==> config.mk <==
export PLATFORM = sky130hd
export DESIGN_NAME = hazard_ctrl
export DESIGN_NICKNAME = d
export VERILOG_FILES = /design/src/rtl/riscv_pkg.sv /design/src/rtl/src_use_dec.sv /design/src/rtl/hazard_ctrl.sv
export SDC_FILE = /design/constraint.sdc
export NUM_CORES = 1
export LEC_CHECK = 0
export ABC_CLOCK_PERIOD_IN_PS = 12400
export CORE_ASPECT_RATIO = 0.9
export CORE_UTILIZATION = 35
export CTS_BUF_LIST = sky130_fd_sc_hd__clkbuf_4
export CTS_CLUSTER_DIAMETER = 150
export DETAILED_ROUTE_END_ITERATION = 6
export GPL_ROUTABILITY_DRIVEN = 0
export HOLD_SLACK_MARGIN = 0.06
export PLACE_DENSITY_LB_ADDON = 0.08
export SLEW_MARGIN = 20
export SYNTH_ARGS = -nofsm -noshare
export SYNTH_HDL_FRONTEND = slang
export SYNTH_SLANG_ARGS = --single-unit
==> constraint.sdc <==
create_clock -name clk -period 12.4 [get_ports clk]
set_clock_uncertainty 0.15 [all_clocks]
set_input_delay 2.48 -clock clk [delete_from_list [all_inputs] [get_ports clk]]
set_output_delay 2.48 -clock clk [all_outputs]
set_load 0.03 [all_outputs]
==> src/rtl/riscv_pkg.sv <==
// Shared RV32I opcode classes and hazard-controller state encoding.
// The immediate generator decodes instruction formats from the same constants.
package riscv_pkg;

    localparam logic [6:0] OP_LOAD   = 7'b0000011;
    localparam logic [6:0] OP_STORE  = 7'b0100011;
    localparam logic [6:0] OP_BRANCH = 7'b1100011;
    localparam logic [6:0] OP_IMM    = 7'b0010011;
    localparam logic [6:0] OP_REG    = 7'b0110011;
    localparam logic [6:0] OP_JAL    = 7'b1101111;
    localparam logic [6:0] OP_JALR   = 7'b1100111;
    localparam logic [6:0] OP_LUI    = 7'b0110111;
    localparam logic [6:0] OP_AUIPC  = 7'b0010111;

    typedef enum logic [1:0] {
        StRun     = 2'd0,
        StMemWait = 2'd1,
        StMemErr  = 2'd2
    } hc_state_e;

endpackage

==> src/rtl/src_use_dec.sv <==
// Opcode to source-register usage decode for load-use hazard detection.
module src_use_dec
    import riscv_pkg::*;
(
    input  logic [6:0] opcode_i,
    output logic       rs1_used_o,
    output logic       rs2_used_o
);

    always_comb begin
        rs1_used_o = 1'b0;
        rs2_used_o = 1'b0;
        case (opcode_i)
            OP_REG, OP_STORE, OP_BRANCH: begin
                rs1_used_o = 1'b1;
                rs2_used_o = 1'b1;
            end
            OP_IMM, OP_LOAD, OP_JALR: begin
                rs1_used_o = 1'b1;
            end
            // Register fields of U/J-type words are immediate bits, never sources.
            OP_LUI, OP_AUIPC, OP_JAL: begin
                rs1_used_o = 1'b0;
            end
            default: begin
                rs1_used_o = 1'b0;
            end
        endcase
    end

endmodule

==> src/rtl/hazard_ctrl.sv <==
// Pipeline hazard/sequencing controller: stage enables, flushes, PC redirect,
// dmem freeze with timeout watchdog, and saturating hazard statistics.
module hazard_ctrl
    import riscv_pkg::*;
#(
    parameter int unsigned MEM_TIMEOUT = 64,
    parameter int unsigned CNT_W       = 32
) (
    input  logic             clk,
    input  logic             reset,
    input  logic [31:0]      id_inst,
    input  logic             ex_mem_read,
    input  logic [4:0]       ex_rd,
    input  logic             ex_redirect,
    input  logic             dmem_req,
    input  logic             dmem_ready,
    output logic             pc_write,
    output logic             pc_sel_target,
    output logic             if_id_write,
    output logic             if_id_flush,
    output logic             id_ex_write,
    output logic             id_ex_flush,
    output logic             ex_mem_write,
    output logic             mem_wb_write,
    output logic             mem_err,
    output logic [CNT_W-1:0] stall_cnt,
    output logic [CNT_W-1:0] flush_cnt,
    output logic [CNT_W-1:0] wait_cnt
);

    localparam int unsigned     WdW    = $clog2(MEM_TIMEOUT);
    localparam logic [WdW-1:0]  WdOne  = WdW'(1);
    localparam logic [WdW-1:0]  WdLast = WdW'(MEM_TIMEOUT - 1);
    localparam logic [CNT_W-1:0] CntOne = CNT_W'(1);

    hc_state_e        state_q, state_d;
    logic [WdW-1:0]   wd_q, wd_d;
    logic [CNT_W-1:0] stall_cnt_q, stall_cnt_d;
    logic [CNT_W-1:0] flush_cnt_q, flush_cnt_d;
    logic [CNT_W-1:0] wait_cnt_q, wait_cnt_d;

    logic rs1_used, rs2_used, load_use, run_rules;
    logic unused_inst_bits;

    assign unused_inst_bits = ^{id_inst[31:25], id_inst[14:7]};

    function automatic logic [CNT_W-1:0] sat_inc(input logic [CNT_W-1:0] v);
        return (v == {CNT_W{1'b1}}) ? v : v + CntOne;
    endfunction

    src_use_dec u_src_use_dec (
        .opcode_i   (id_inst[6:0]),
        .rs1_used_o (rs1_used),
        .rs2_used_o (rs2_used)
    );

    assign load_use = ex_mem_read && (ex_rd != 5'd0) &&
                      ((rs1_used && (ex_rd == id_inst[19:15])) ||
                       (rs2_used && (ex_rd == id_inst[24:20])));

    always_comb begin
        state_d       = state_q;
        wd_d          = wd_q;
        stall_cnt_d   = stall_cnt_q;
        flush_cnt_d   = flush_cnt_q;
        wait_cnt_d    = wait_cnt_q;
        run_rules     = 1'b0;
        pc_write      = 1'b1;
        pc_sel_target = 1'b0;
        if_id_write   = 1'b1;
        if_id_flush   = 1'b0;
        id_ex_write   = 1'b1;
        id_ex_flush   = 1'b0;
        ex_mem_write  = 1'b1;
        mem_wb_write  = 1'b1;

        case (state_q)
            StRun: begin
                if (dmem_req && !dmem_ready) begin
                    {pc_write, if_id_write, id_ex_write, ex_mem_write, mem_wb_write} = '0;
                    state_d    = StMemWait;
                    wd_d       = WdOne;
                    wait_cnt_d = sat_inc(wait_cnt_q);
                end else begin
                    run_rules = 1'b1;
                end
            end
            StMemWait: begin
                if (!dmem_ready) begin
                    {pc_write, if_id_write, id_ex_write, ex_mem_write, mem_wb_write} = '0;
                    wait_cnt_d = sat_inc(wait_cnt_q);
                    wd_d       = wd_q + WdOne;
                    if (wd_q == WdLast) begin
                        state_d = StMemErr;
                    end
                end else begin
                    // Release cycle: EX was frozen, so a pending redirect is still valid.
                    state_d   = StRun;
                    run_rules = 1'b1;
                end
            end
            StMemErr: begin
                {pc_write, if_id_write, id_ex_write, ex_mem_write, mem_wb_write} = '0;
            end
            default: begin
                {pc_write, if_id_write, id_ex_write, ex_mem_write, mem_wb_write} = '0;
                state_d = StRun;
            end
        endcase

        if (run_rules) begin
            if (ex_redirect) begin
                pc_sel_target = 1'b1;
                if_id_flush   = 1'b1;
                id_ex_flush   = 1'b1;
                flush_cnt_d   = sat_inc(flush_cnt_q);
            end else if (load_use) begin
                pc_write    = 1'b0;
                if_id_write = 1'b0;
                id_ex_flush = 1'b1;
                stall_cnt_d = sat_inc(stall_cnt_q);
            end
        end

        if (reset) begin
            {pc_write, if_id_write, id_ex_write, ex_mem_write, mem_wb_write} = '0;
            pc_sel_target = 1'b0;
            if_id_flush   = 1'b1;
            id_ex_flush   = 1'b1;
        end
    end

    always_ff @(posedge clk or posedge reset) begin
        if (reset) begin
            state_q     <= StRun;
            wd_q        <= '0;
            stall_cnt_q <= '0;
            flush_cnt_q <= '0;
            wait_cnt_q  <= '0;
        end else begin
            state_q     <= state_d;
            wd_q        <= wd_d;
            stall_cnt_q <= stall_cnt_d;
            flush_cnt_q <= flush_cnt_d;
            wait_cnt_q  <= wait_cnt_d;
        end
    end

    assign mem_err   = (state_q == StMemErr);
    assign stall_cnt = stall_cnt_q;
    assign flush_cnt = flush_cnt_q;
    assign wait_cnt  = wait_cnt_q;

endmodule

* After elaboration in Yosys (flattened, before gate mapping)
Index checks and enable logic that the tools add are counted. Widths: inputs -> output; s select.
Word-level totals: flip-flop bits (word level) 104, input port bits 43, output and inout bits 105, logic and storage cells 75
Cells by class: $add $sub $neg 4, equality and inequality tests 17, muxes and demuxes 29, bitwise operators 4, reductions and logical operators 16
Operators with widths (number):
- $add 32x1->32 const B | 3
- $eq 32x32->1 const B | 3
- $mux 32 | 3
- $pmux 32 s2 | 1
- $mux 1 | 17
- $eq 7x6->1 const B | 2
- $eq 7x7->1 const B | 2
- $mux 6 | 2
- $pmux 6 s2 | 1
- $eq 5x5->1 | 2
- $reduce_and 3->1 | 3
- $eq 7x2->1 const B | 1
- $eq 7x5->1 const B | 1
- $add 6x1->6 const B | 1
- $eq 6x6->1 const B | 1
- $mux 2 | 3
- $pmux 2 s3 | 1
- $reduce_or 6->1 | 1
- $logic_and 1x1->1 | 5
- $reduce_bool 5->1 | 1
- $ne 2x2->1 const B | 2
- $not 1->1 | 4
- $reduce_and 4->1 | 1
- $ne 3x3->1 const B | 1
- other kinds (8) | 8

* Logic depth before layout (Yosys ltp)
depth after elaboration 10, gate-level depth with buffers 8, gate-level depth less buffers 7

* By module
A second synthesis with hierarchy kept.
Second synthesis, totals: cells, all modules 495, area, all modules 5191.2 µm²
By module, submodules not included:
- hazard_ctrl | times used 1, cells an instance 489, area each 5133.7 µm², seq. area each 2602.5 µm²
- src_use_dec | times used 1, cells an instance 6, area each 57.6 µm², seq. area each 0.0 µm²

* Worst setup path after synthesis
No wires, ideal clock.
path type input -> output, start point in reset, end point out id_ex_flush, data arrival time 6033 ps, data required time 9770 ps, slack 3737 ps, stages on the path 2, buffers on the path 0, cell sequence inv_1 > o311ai_0
On the way: cells in the longest elaborated chain, start to end 1
RTL lines:
- start, declared | RTL line hazard_ctrl.sv:10 | input logic reset,
- $mux 1 | RTL line hazard_ctrl.sv:125 | if (reset) begin
- end, declared | RTL line hazard_ctrl.sv:22 | output logic id_ex_flush,
No other way between the ends.

* Worst setup path after layout
start point in ex_rd[0], end point out id_ex_flush
On the way: cells in the longest elaborated chain, start to end 8, elaborated cells on any way between the ends 12, those cells by class eq/ne: 2; mux: 4; reduce/logical: 6
RTL lines:
- start, declared | RTL line hazard_ctrl.sv:13 | input logic [4:0] ex_rd,
- $eq 5x5->1, on equally long branches | RTL line hazard_ctrl.sv:58, hazard_ctrl.sv:59
- $logic_and 1x1->1, on equally long branches | RTL line hazard_ctrl.sv:58, hazard_ctrl.sv:59
- $logic_or 1x1->1 | RTL line hazard_ctrl.sv:58 | ((rs1_used && (ex_rd == id_inst[19:15])) ||
- $logic_and 1x1->1 * | RTL line hazard_ctrl.sv:57 | assign load_use = ex_mem_read && (ex_rd != 5'd0) &&
- $mux 1 * | RTL line hazard_ctrl.sv:117 | end else if (load_use) begin
- $mux 1 * | RTL line hazard_ctrl.sv:112 | if (ex_redirect) begin
- $mux 1 * | RTL line hazard_ctrl.sv:111 | if (run_rules) begin
- $mux 1 * | RTL line hazard_ctrl.sv:125
Mark *: on every way between the ends. The rest lies on a longest branch, timed or not.

==> flow_metrics.py <==
metrics = {
    "drt": {
        "dr_wl_met2_mm": 5.49,
        "first_pass_iters": 4,
        "highest_layer": "met4",
        "route.detailed.drc": 0,
        "wl_met3_um": 600,
        "routed_wl_mm": 12.2,
        "routedWlPerCell_um": 14.9,
        "wl_met1_mm": 5.99,
        "via_per_inst": 4.95,
        "dr.first_iter.drc_count": 193,
        "drtAntennaViolNets": 0,
        "vias": 4051,
    },
    "floorplan": {
        "core_area_mm2": 0.0147,
        "fp.dieW_um": 131,
        "start_util_pct": 35.7,
        "rows": 42,
        "io_pins": 148,
        "die-area_mm2": 0.0155,
        "die_h_um": 118,
    },
    "clocking": {
        "root_buffer": "clkbuf_4",
        "htree_levels": 3,
        "numClockSinks": 104,
        "cts_tree": "yes",
        "clk_pin_slew_worst_paths_ps": 150,
        "cts_buffer_depth": 2,
        "hold_buffers": 0,
        "clock_latency_ps": 470,
        "post_cts_resized": 0,
        "cts_buffers": 9,
        "cts_setup_buffers": 0,
    },
    "worst_setup_path": {
        "regToRegSetupSlack_ps": 9910,
        "rr_startpoint": "flush_cnt[0]",
        "cpLargestDelayFamily": "buffers and inverters",
        "crit_path_max_incr_delay_ps": 770,
        "worst-path-buf-inv": 2,
        "r2r_cells": 7,
        "cp-end-kind": "output pin",
        "crit_fanout": 7,
        "start_kind": "input pin",
        "slowest_stage": "clkdlybuf4s50_1",
        "crit_chain": "clkdlybuf4s50_1, xor2_1, nor4_4, a22oi_4, o311ai_0, clkdlybuf4s50_1",
        "cp.depth": 6,
        "cp.arrival_ps": 5060,
        "crit_top_cell": "clkdlybuf4s50_1",
        "regToRegEndpoint": "flush_cnt[13]",
        "crit_required_ps": 9770,
        "path_class": "input pin to output pin",
    },
    "place": {
        "port_buffers": 132,
        "hpwlAfterDp_mm": 8.83,
        "place_ws_ps": 4710,
    },
    "synthesis": {
        "ys_ff_latch": 104,
        "async_flop_share_pct": 100,
        "yosysWarnings": 0,
        "avgSynthCellArea_um2": 10.9,
        "synthCells": 479,
        "yosys.area.top_type": "dfrtp_1",
        "synth_edf_count": 0,
        "yosysSeqAreaShare_pct": 49.7,
        "synth_area_mm2": 0.00524,
        "synth_top_area_share_pct": 49.7,
        "synth_fp_nets": 526,
        "synthTopCellsByArea": "dfrtp_1, xnor2_1, xor2_1",
        "ys.flop_type": "dfrtp_1",
        "synth_cell_types": 57,
    },
    "global_route": {
        "grt_antenna_before_repair": 1,
        "grt_pass1_wl_mm": 19.9,
        "first_global_vias": 3913,
        "overflow": 0,
        "grt_use_total_pct": 16.4,
        "grt_max_degree": 61,
    },
    "timing": {
        "slew_headroom_pct": 42.1,
        "finalSetupTns_ps": 0,
        "slew_viol_final": 0,
        "fmax_ghz": 0.130,
        "setup_viol": 0,
        "rsz0062_at_grt": "false",
        "tightest_slew_ps": 857,
        "post-route-period-util_pct": 62.0,
        "finalHoldViolCount": 0,
        "holdWs_ps": 355,
        "min_period_ps": 7690,
        "fin_ws_ps": 4710,
    },
    "hold_path": {
        "hp-class": "flop to flop",
        "holdCritStartpoint": "flush_cnt[6]",
        "min_to": "flush_cnt[6]",
        "hold_path_depth": 1,
    },
    "cells_and_area": {
        "drive_gt1_share_pct": 6.14,
        "layout_commonest_cell": "clkdlybuf4s50_1",
        "nets": 662,
        "area_growth_pct": 31.2,
        "n_fill_cell": 1368,
        "final_cell_mix": "clkdlybuf4s50_1, dfrtp_1, xnor2_1",
    },
    "power_and_ir_drop": {
        "p_per_area_mw_per_mm2": 101,
        "ir_worst_vdd_uv": 70.9,
        "leakagePower_nw": 2.88,
    },
    "status": {
        "status": "finished, final reports clean",
    },
    "job": {
        "drv_cap": 0,
    },
}
==> layout make-up <==
| type | instances | area (um2) | share of cell area (%) |
|---|---|---|---|
| Antenna cell | 1 | 2.50 | 0.0364 |
| Clock buffer | 9 | 67.6 | 0.982 |
| Clock inverter | 6 | 36.3 | 0.527 |
| Inverter | 11 | 43.8 | 0.637 |
| Multi-Input combinational cell | 355 | 2540 | 37.0 |
| Sequential cell | 104 | 2600 | 37.8 |
| Tap cell | 198 | 248 | 3.60 |
| Timing Repair Buffer | 134 | 1340 | 19.4 |
==> power breakdown <==
group	total, mW	internal (mW)	switching [mW]
sequential	0.392	0.362	0.0295
combinational	0.152	0.0666	0.0852
clock	0.154	0.0398	0.114
==> synth_stat cells (3+ instances only) <==
master / n
or3_1: 4
and2_1: 9
and3_1: 18
nand3_1: 34
nor2_1: 29
dfrtp_1: 104
buf_4: 3
nor4_1: 4
a31oi_1: 3
o21ai_0: 4
xor2_1: 33
nor3_1: 9
nor3_4: 3
inv_1: 11
nand4b_1: 3
xnor2_1: 71
and4_1: 9
ha_1: 4
nor4_4: 5
nand4_1: 32
nand2_1: 41
==> stage by stage <==
step / area, um2 / utilization, % / total power [mW] / cells
after CTS: 6880 / 46.9 / 0.711 / 817
after floorplan: 5240 / - / 0.484 / 479
after global placement: 6770 / 46.2 / 0.549 / 802
final: 6880 / 46.9 / 0.697 / 818
after detailed placement: 6770 / 46.2 / 0.552 / 802
after global routing: 6880 / 46.9 / 0.734 / 818
==> registers in the layout, summed over array words and instances, names as in the netlist <==
name	count
stall_cnt	32
wait_cnt	32
wd_q	6
flush_cnt	32
state_q	2
==> worst max path at each step <==
| stage | from | end | slack, ps |
|---|---|---|---|
| after floorplan | reset | id_ex_flush | 3740 |
| after detailed placement | ex_rd[0] | id_ex_flush | 4710 |
| after CTS | ex_rd[0] | id_ex_flush | 4710 |
| final | ex_rd[0] | id_ex_flush | 4710 |
| after global routing | ex_rd[0] | id_ex_flush | 4670 |
| after global placement | ex_rd[0] | id_ex_flush | 4770 |
==> logic make-up (layout without fill, tap and decap cells) <==
family / after synthesis / after routing / share of synthesized area [%]
AOI/OAI and AO/OA: 23 / 23 / 3.75
xor gates and xnor gates: 104 / 104 / 17.4
adders and majority gates: 4 / 4 / 0.955
buffers and inverters: 20 / 160 / 1.84
DFF: 104 / 104 / 49.7
muxes: 2 / 2 / 0.430
other: 0 / 1 / 0
and+or+nand+nor: 222 / 222 / 26.0
==> worst reg2reg max path, delay by kind of cell (launching register included) <==
family | cells | cell delay, ps
AOI/OAI and AO/OA | 1 | 360
and+or+nand+nor | 4 | 1040
DFF | 1 | 460
adders and majority gates | 1 | 250
xor gates and xnor gates | 1 | 130
==> per-layer routing <==
| layer | vias up | global-route usage [%] |
|---|---|---|
| met5 | - | 0 |
| met4 | 0 | 4.74 |
| met3 | 7 | 4.41 |
| met2 | 94 | 24.8 |
| met1 | 1984 | 23.0 |
| li1 | 1966 | - |
Power figures use the tool's default switching activity.
